## config.mk

```make
export PLATFORM = sky130hd
export DESIGN_NAME = pe_no_fifo_flat
export DESIGN_NICKNAME = d
export VERILOG_FILES = /design/src/rtl/pe_no_fifo_if.sv /design/src/rtl/pe_no_fifo.sv /design/src/flat_wrapper.sv
export SDC_FILE = /design/constraint.sdc
export NUM_CORES = 1
export LEC_CHECK = 0
export ABC_AREA = 0
export CAP_MARGIN = 10
export CORE_MARGIN = 5
export CORE_UTILIZATION = 35
export DETAILED_ROUTE_END_ITERATION = 7
export PLACE_DENSITY = 0.53
export SLEW_MARGIN = 0
export SYNTH_ARGS = -nofsm -noshare
export SYNTH_HDL_FRONTEND = slang
export SYNTH_SLANG_ARGS = --single-unit
```

## constraint.sdc

```tcl
create_clock -name clk -period 3.03 [get_ports clk]
set_input_delay 0.303 -clock clk [delete_from_list [all_inputs] [get_ports clk]]
set_output_delay 0.303 -clock clk [all_outputs]
set_load 0.05 [all_outputs]
```

## src/rtl/pe_no_fifo_if.sv

```systemverilog
// Operand/result bundle for the pe_no_fifo multiply-accumulate element.
// The master drives framed operand pairs and the slave returns the accumulator.
interface pe_no_fifo_if #(
  parameter int DATA_WIDTH = 4,
  parameter int ACC_WIDTH  = DATA_WIDTH ** 2
);
  logic                  start;
  logic                  valid_in;
  logic                  last;
  logic [DATA_WIDTH-1:0] a;
  logic [DATA_WIDTH-1:0] b;
  logic [ACC_WIDTH-1:0]  c;
  logic                  output_valid;

  modport master (output start, valid_in, last, a, b, input c, output_valid);
  modport slave  (input start, valid_in, last, a, b, output c, output_valid);
endinterface

```

## src/rtl/pe_no_fifo.sv

```systemverilog
// Three-stage unsigned MAC: S1 input register, S2 product register, S3 accumulator.
// Optional macro PE_SATURATE_EN clamps the accumulator at its maximum instead of wrapping.
module pe_no_fifo #(
  parameter int DATA_WIDTH = 4,
  parameter int ACC_WIDTH  = DATA_WIDTH ** 2
) (
  input  logic         clk,
  input  logic         clr,
  pe_no_fifo_if.slave  bus
);
  localparam int PROD_WIDTH = 2 * DATA_WIDTH;

  logic [DATA_WIDTH-1:0] s1_a, s1_b;
  logic                  s1_valid, s1_start, s1_last;
  logic [PROD_WIDTH-1:0] s2_prod;
  logic                  s2_valid, s2_start, s2_last;
  logic [ACC_WIDTH-1:0]  acc;
  logic                  acc_done;
  logic [ACC_WIDTH-1:0]  prod_ext;
  logic [ACC_WIDTH:0]    sum_full;
  logic [ACC_WIDTH-1:0]  acc_add;

  // NOTE: clocked state uses non-blocking (<=) so every stage samples the pre-edge values of the stage before it.
  always_ff @(posedge clk) begin
    if (clr) begin
      s1_a     <= '0;
      s1_b     <= '0;
      s1_valid <= 1'b0;
      s1_start <= 1'b0;
      s1_last  <= 1'b0;
    end else begin
      s1_a     <= bus.a;
      s1_b     <= bus.b;
      s1_valid <= bus.valid_in;
      s1_start <= bus.start;
      s1_last  <= bus.last;
    end
  end

  always_ff @(posedge clk) begin
    if (clr) begin
      s2_prod  <= '0;
      s2_valid <= 1'b0;
      s2_start <= 1'b0;
      s2_last  <= 1'b0;
    end else begin
      s2_prod  <= PROD_WIDTH'(s1_a) * PROD_WIDTH'(s1_b);
      s2_valid <= s1_valid;
      s2_start <= s1_start;
      s2_last  <= s1_last;
    end
  end

  // Product is zero-extended or truncated to the accumulator width.
  always_comb begin
    prod_ext = ACC_WIDTH'(s2_prod);
    sum_full = {1'b0, acc} + {1'b0, prod_ext};
`ifdef PE_SATURATE_EN
    // A clamped acc stays at all-ones for every later add, so saturation is sticky until start.
    acc_add = sum_full[ACC_WIDTH] ? '1 : sum_full[ACC_WIDTH-1:0];
`else
    acc_add = sum_full[ACC_WIDTH-1:0];
`endif
  end

  always_ff @(posedge clk) begin
    if (clr) begin
      acc      <= '0;
      acc_done <= 1'b0;
    end else if (s2_valid) begin
      if (s2_start) begin
        acc      <= prod_ext;
        acc_done <= s2_last;
      end else begin
        acc <= acc_add;
        if (s2_last) acc_done <= 1'b1;
      end
    end
  end

  assign bus.c            = acc;
  assign bus.output_valid = acc_done;
endmodule

```

## src/flat_wrapper.sv

```systemverilog
// flat-port wrapper written by rule: the top's interface ports become plain ports
module pe_no_fifo_flat 
#(
  parameter int DATA_WIDTH = 4,
  parameter int ACC_WIDTH  = DATA_WIDTH ** 2
)
  (clk, clr, bus_start, bus_valid_in, bus_last, bus_a, bus_b, bus_c, bus_output_valid);
  pe_no_fifo_if #(.DATA_WIDTH(DATA_WIDTH), .ACC_WIDTH(ACC_WIDTH)) bus_i ();
  input  logic clk;
  input  logic clr;
  input wire logic [$bits(bus_i.start)-1:0] bus_start;
  input wire logic [$bits(bus_i.valid_in)-1:0] bus_valid_in;
  input wire logic [$bits(bus_i.last)-1:0] bus_last;
  input wire logic [$bits(bus_i.a)-1:0] bus_a;
  input wire logic [$bits(bus_i.b)-1:0] bus_b;
  output wire logic [$bits(bus_i.c)-1:0] bus_c;
  output wire logic [$bits(bus_i.output_valid)-1:0] bus_output_valid;
  assign bus_i.start = bus_start;
  assign bus_i.valid_in = bus_valid_in;
  assign bus_i.last = bus_last;
  assign bus_i.a = bus_a;
  assign bus_i.b = bus_b;
  assign bus_c = bus_i.c;
  assign bus_output_valid = bus_i.output_valid;
  pe_no_fifo #(.DATA_WIDTH(DATA_WIDTH), .ACC_WIDTH(ACC_WIDTH)) u_core (.clk(clk), .clr(clr), .bus(bus_i));
endmodule
```

==> flow_metrics.py, run 1 <==
metrics = {
    "pwr": {
        "p_int_uw": 762.9,
        "seqPwrFrac_pct": 53.5,
        "clockPowerShare_pct": 35.2,
        "sw_frac_of_total_pct": 24.83,
        "max-vdd-ir-drop_mv": 0.1990,
        "cellLeakagePower_nw": 1.138,
        "p_per_area_nw_per_um2": 383.7,
        "switchingPower_uw": 252.0,
        "p_comb_share_pct": 11.3,
    },
    "synthesis": {
        "synth_edf_count": 0,
        "synth_top_area_cell": "dfxtp_1",
        "synth_seq_area_share_pct": 35.74,
        "synthTopCellsByCount": "dfxtp_1, nor2b_1, ha_1, nand2_1, inv_1",
        "yosysWarnings": 0,
        "synth_cell_type_count": 43,
        "syn-num-nets": 277,
        "async_reset_ff_share_pct": 0,
        "synth_flop_cell": "dfxtp_1",
        "postSynthCellCount": 239,
        "synth_top_area_share_pct": 35.74,
        "synth_most_common_cell": "dfxtp_1",
        "ys_seq_elements": 39,
        "syn-cell-area_um2": 2185,
        "synth_top_cells_by_area": "dfxtp_1, ha_1, nor2b_1, fa_1, nand2_1",
        "synth.avg_cell_area_um2": 9.141,
    },
    "grt": {
        "grtUsageTotal_pct": 11.21,
        "grt_pass1_wl_um": 6948,
        "grt_max_degree": 26,
        "grt_pass1_vias": 1532,
        "antenna_found_initial": 0,
        "overflow": 0,
    },
    "routing": {
        "wl_um": 3975,
        "drc": 0,
        "vias": 1644,
        "first_pass_iters": 4,
        "route.antenna.remaining_nets": 0,
        "drt_iter0_drc": 39,
        "wl_per_cell_um": 11.56,
        "routed_via_density": 4.779,
    },
    "floorplan": {
        "rows": 28,
        "fp.dieH_um": 89.01,
        "die_area_um2": 7922,
        "fp.dieW_um": 89.01,
        "ioPinCount": 30,
        "start_util_pct": 36.47,
        "core_um2": 5991,
    },
    "cells_and_area": {
        "fin_area_um2": 2645,
        "drive_gt1_share_pct": 5.204,
        "multi_input_area_um2": 1306,
        "antenna_cells": 0,
        "nets": 307,
        "layout.cells.non_filler": 344,
        "synthToLayoutAreaGrowth_pct": 21.08,
        "n_fill_cell": 584,
        "regArea_um2": 780.7,
    },
    "worst_setup_path": {
        "criticalPathCategory": "reg -> reg",
        "crit_required_ps": 3210,
        "r2r_slack_ps": 400,
        "worstSetupEndpointType": "flop",
        "crit_arrival_ps": 2820,
        "crit_fanout": 4,
        "critPathLaunchType": "flop",
    },
    "timing": {
        "whs_ps": 434.8,
        "rsz0062_at_grt": "false",
        "relSlewSlack_pct": 55.22,
        "slew_violations": 0,
        "setup_ws_ps": 395.5,
        "finalClockSkew_ps": 4.227,
        "min_period_ps": 2635,
        "timing.final.crit_share_pct": 86.95,
        "worst_pin_slew_ps": 670.8,
        "setup_viol": 0,
        "max_freq_ghz": 0.3796,
        "tns_ps": 0,
        "finalHoldViolCount": 0,
    },
    "clock_tree": {
        "clk_pin_slew_worst_paths_ps": 70,
        "htreeDepth": 2,
        "clockBufferDepth": 2,
        "cts_root_buffer": "clkbuf_8",
        "clk_latency_ps": 290,
        "clock-sinks": 39,
        "postCtsSetupBuffers": 0,
        "cts-hold-fix-buffers": 0,
        "cts_resized": 0,
        "cts_tree": "yes",
        "cts_buffers": 5,
    },
    "place": {
        "port_buffers": 29,
        "gp_congestion": 0.7727,
        "pre_cts_slack_ps": 385.8,
        "dpl.hpwl_um": 3019,
        "dpl_cell_area_um2": 2557,
        "dp.cells": 337,
    },
    "hold_path": {
        "hold_class": "reg -> reg",
    },
    "outcome": {
        "status": "finished clean",
    },
    "job": {
        "maxCapViolCount": 0,
    },
}
-- kinds of logic (layout without fill, tap and decap cells) --
family	after synthesis	in the layout	share of synthesized area, %
AND/OR/NAND/NOR	89	89	22.51
multiplexers	7	7	3.207
AO/OA/AOI/OAI	49	49	16.04
XOR/XNOR	5	5	2.005
buffers and inverters	25	55	4.467
adder cells (fa/ha/maj)	25	25	16.04
flip-flops	39	39	35.74
-- cell type report --
class / instances / share of cell area (%)
multi-input cells: 175 / 49.38
clock buffers: 6 / 3.122
flip-flops and latches: 39 / 29.52
repair buffers: 33 / 12.11
well taps: 75 / 3.548
inverters: 15 / 2.129
clock inverters: 1 / 0.1892
-- routing by layer --
layer	part of all wire (%)	track usage (%)	vias to the layer above	routed length, um
met2	47	18.49	26	1855
met4	1.5	4.060	0	59
met1	47	13.89	724	1850
met5	0	0	-	0
met3	5.3	3.318	6	210
li1	-	-	888	-
-- power by group through the flow --
stage / Combinational (mW) / Clock (mW) / Sequential [mW]
finish: 0.114 / 0.357 / 0.543
global route: 0.129 / 0.403 / 0.546
CTS: 0.116 / 0.377 / 0.543
detailed placement: 0.116 / 0 / 0.556
global placement: 0.115 / 0 / 0.556
floorplan: 0.0675 / 0 / 0.564
-- worst max-delay path, stage by stage, from the launching register on --
cell and delay (ps):
dfxtp_1 380, nand2_1 90, fa_1 530, inv_1 50, fa_1 560, inv_1 60, fa_1 450, inv_1 70
a21o_1 100, a21oi_1 70, xor2_1 130, nor2_1 50
-- final timing paths --
check / cells after the start / startpoint / endpoint
setup / recovery: 11 / u_core.s1_a[0]$_SDFF_PP0_ / u_core.s2_prod[6]$_SDFF_PP0_
hold reg to reg: 1 / u_core.s1_valid$_SDFF_PP0_ / u_core.s2_valid$_SDFF_PP0_
setup reg to reg: 11 / u_core.s1_a[0]$_SDFF_PP0_ / u_core.s2_prod[6]$_SDFF_PP0_
hold / removal: 1 / u_core.s1_valid$_SDFF_PP0_ / u_core.s2_valid$_SDFF_PP0_
-- per-stage QoR --
step / utilization, % / total power [mW]
after floorplan: - / 0.6312
after global placement: 42.69 / 0.6704
after detailed placement: 42.69 / 0.6715
after CTS: 44.15 / 1.037
after global routing: 44.15 / 1.078
final: 44.15 / 1.015
-- layout by cell type, fill, tap and decap left out, types with 4 or more instances in the layout --
| cell type | n |
|---|---|
| a211oi_1 | 7 |
| a21boi_1 | 4 |
| a21o_1 | 6 |
| a21oi_1 | 8 |
| a31oi_1 | 5 |
| and2_1 | 9 |
| buf_4 | 4 |
| clkbuf_8 | 6 |
| clkdlybuf4s50_1 | 29 |
| dfxtp_1 | 39 |
| fa_1 | 5 |
| ha_1 | 20 |
| inv_1 | 15 |
| mux2i_1 | 7 |
| nand2_1 | 20 |
| nor2_1 | 14 |
| nor2b_1 | 21 |
| o21ai_0 | 8 |
| or3_1 | 4 |
-- sequential cells by signal (all words and copies together) (netlist names) --
name / cells
u_core.bus.c: 16
u_core.s2_prod: 8
u_core.s1_a: 4
u_core.s1_b: 4
u_core.bus.output_valid: 1
u_core.s1_last: 1
u_core.s1_start: 1
u_core.s1_valid: 1
u_core.s2_last: 1
u_core.s2_start: 1
u_core.s2_valid: 1
No activity file was read; power rests on OpenSTA's default activity.
==> run 2, diff against run 1 <==
GPL_TIMING_DRIVEN = 0   (was not set)
==> flow_metrics.py, run 2 (synthesis gave the netlist of run 1 again) <==
metrics = {
    "outcome": {
        "status": "finished clean",
    },
    "routing": {
        "met2_wirelength_um": 2071,
        "first_pass_iters": 4,
        "m1WireLength_um": 1918,
        "wl_um": 4269,
        "drt_iter0_drc": 66,
        "drc": 0,
        "routed_via_density": 4.903,
        "top_layer": "met4",
        "route.antenna.remaining_nets": 0,
        "vias": 1716,
        "dr_wl_met3_um": 224,
        "wl_per_cell_um": 12.20,
    },
    "clock_tree": {
        "clk_pin_slew_worst_paths_ps": 70,
        "cts_buffers": 5,
        "postCtsSetupBuffers": 0,
        "clock-sinks": 39,
        "cts_tree": "yes",
        "cts-hold-fix-buffers": 0,
        "htreeDepth": 2,
        "clk_latency_ps": 290,
        "cts_root_buffer": "clkbuf_8",
        "cts_resized": 0,
        "clockBufferDepth": 2,
    },
    "floorplan": {
        "fp.dieW_um": 89.01,
        "core_um2": 5991,
        "ioPinCount": 30,
        "fp.dieH_um": 89.01,
        "rows": 28,
        "die_area_um2": 7922,
        "start_util_pct": 36.47,
    },
    "worst_setup_path": {
        "cp_slowest_cell": "fa_1",
        "crit_required_ps": 3190,
        "crit_fanout": 4,
        "path_buf_inv": 3,
        "crit_chain": "nand2_1 -> fa_1 -> inv_1 -> fa_1 -> inv_1 -> fa_1 -> inv_1 -> a21o_1 -> a21oi_1 -> xor2_1 -> nor2_1",
        "worstSetupEndpointType": "flop",
        "crit_arrival_ps": 2830,
        "critPathLaunchType": "flop",
        "critPathTopFamily": "adder cells",
        "criticalPathCategory": "reg -> reg",
        "slowest_delay_ps": 560,
    },
    "timing": {
        "finalHoldViolCount": 0,
        "rsz0062_at_grt": "false",
        "timing.final.crit_share_pct": 88.42,
        "relSlewSlack_pct": 65.52,
        "worst_pin_slew_ps": 517.2,
        "finalClockSkew_ps": 8.338,
        "setup_viol": 0,
        "min_period_ps": 2679,
        "slew_violations": 0,
        "max_freq_ghz": 0.3733,
        "tns_ps": 0,
    },
    "grt": {
        "grt_pass1_wl_um": 7314,
        "grt_pass1_vias": 1612,
        "antenna_found_initial": 0,
        "grtUsageTotal_pct": 11.87,
        "grt_max_degree": 12,
        "overflow": 0,
    },
    "place": {
        "dpl.hpwl_um": 3291,
        "dp.cells": 342,
        "port_buffers": 28,
        "gp_congestion": 0.8298,
        "dpl_cell_area_um2": 2559,
    },
    "pwr": {
        "p_per_area_nw_per_um2": 394.1,
        "totalPowerFinal_mw": 1.048,
        "cellLeakagePower_nw": 1.141,
        "max-vdd-ir-drop_mv": 0.1997,
    },
    "cells_and_area": {
        "regArea_um2": 780.7,
        "fin_area_um2": 2659,
        "nets": 312,
        "drive_gt1_share_pct": 4.727,
        "layout.cells.non_filler": 350,
        "antenna_cells": 0,
        "final_cell_mix": "dfxtp_1, clkdlybuf4s50_1, nor2b_1",
        "largest_reg_flops": 16,
        "multi_input_area_um2": 1306,
        "n_fill_cell": 598,
        "synthToLayoutAreaGrowth_pct": 21.71,
        "final_common_cell": "dfxtp_1",
    },
    "job": {
        "maxCapViolCount": 0,
    },
    "hold_path": {
        "hold_class": "reg -> reg",
    },
}
-- run 2: changes by cell type in the layout (fill, tap and decap cells not counted) --
cell             previous run  this run
buf_1                       0         1
buf_2                       0         3
buf_4                       4         0
clkbuf_1                    0         7
clkbuf_8                    6         7
clkdlybuf4s50_1            29        28
clkinv_2                    1         0
-- run 2: area by class of cell --
| class | instances | share of cell area (%) |
|---|---|---|
| flip-flops and latches | 39 | 29.36 |
| plain buffers | 10 | 1.553 |
| clock buffers | 8 | 3.765 |
| multi-input cells | 175 | 49.13 |
| inverters | 15 | 2.118 |
| well taps | 75 | 3.529 |
| repair buffers | 28 | 10.54 |
-- run 2: routing by layer --
| metal | up-vias | track usage [%] |
|---|---|---|
| met4 | 0 | 4.060 |
| met2 | 28 | 20.65 |
| met1 | 784 | 14.21 |
| met5 | - | 0 |
| met3 | 4 | 3.041 |
| li1 | 900 | - |
-- run 2: through the flow --
stage | setup slack, ps | hold WS [ps] | util [%]
floorplan | 495.4 | 413.8 | -
global placement | 370.9 | 418.8 | 42.71
detailed placement | 345.8 | 421.8 | 42.71
CTS | 317.2 | 439.4 | 44.38
global route | 136.8 | 463.8 | 44.38
finish | 350.9 | 436.3 | 44.38
-- run 2: report_power, final --
part | switching, mW | internal (mW)
Clock | 0.181 | 0.208
Sequential | 0.0124 | 0.530
Combinational | 0.0638 | 0.0530
-- run 2: final timing paths --
check                                   from                           end  slack [ps]  depth (start not counted)
setup / recovery   u_core.s1_b[3]$_SDFF_PP0_  u_core.s2_prod[6]$_SDFF_PP0_         350                         11
hold / removal    u_core.s1_valid$_SDFF_PP0_    u_core.s2_valid$_SDFF_PP0_         440                          1
setup reg to reg   u_core.s1_b[3]$_SDFF_PP0_  u_core.s2_prod[6]$_SDFF_PP0_         350                         11
hold reg to reg   u_core.s1_valid$_SDFF_PP0_    u_core.s2_valid$_SDFF_PP0_         440                          1
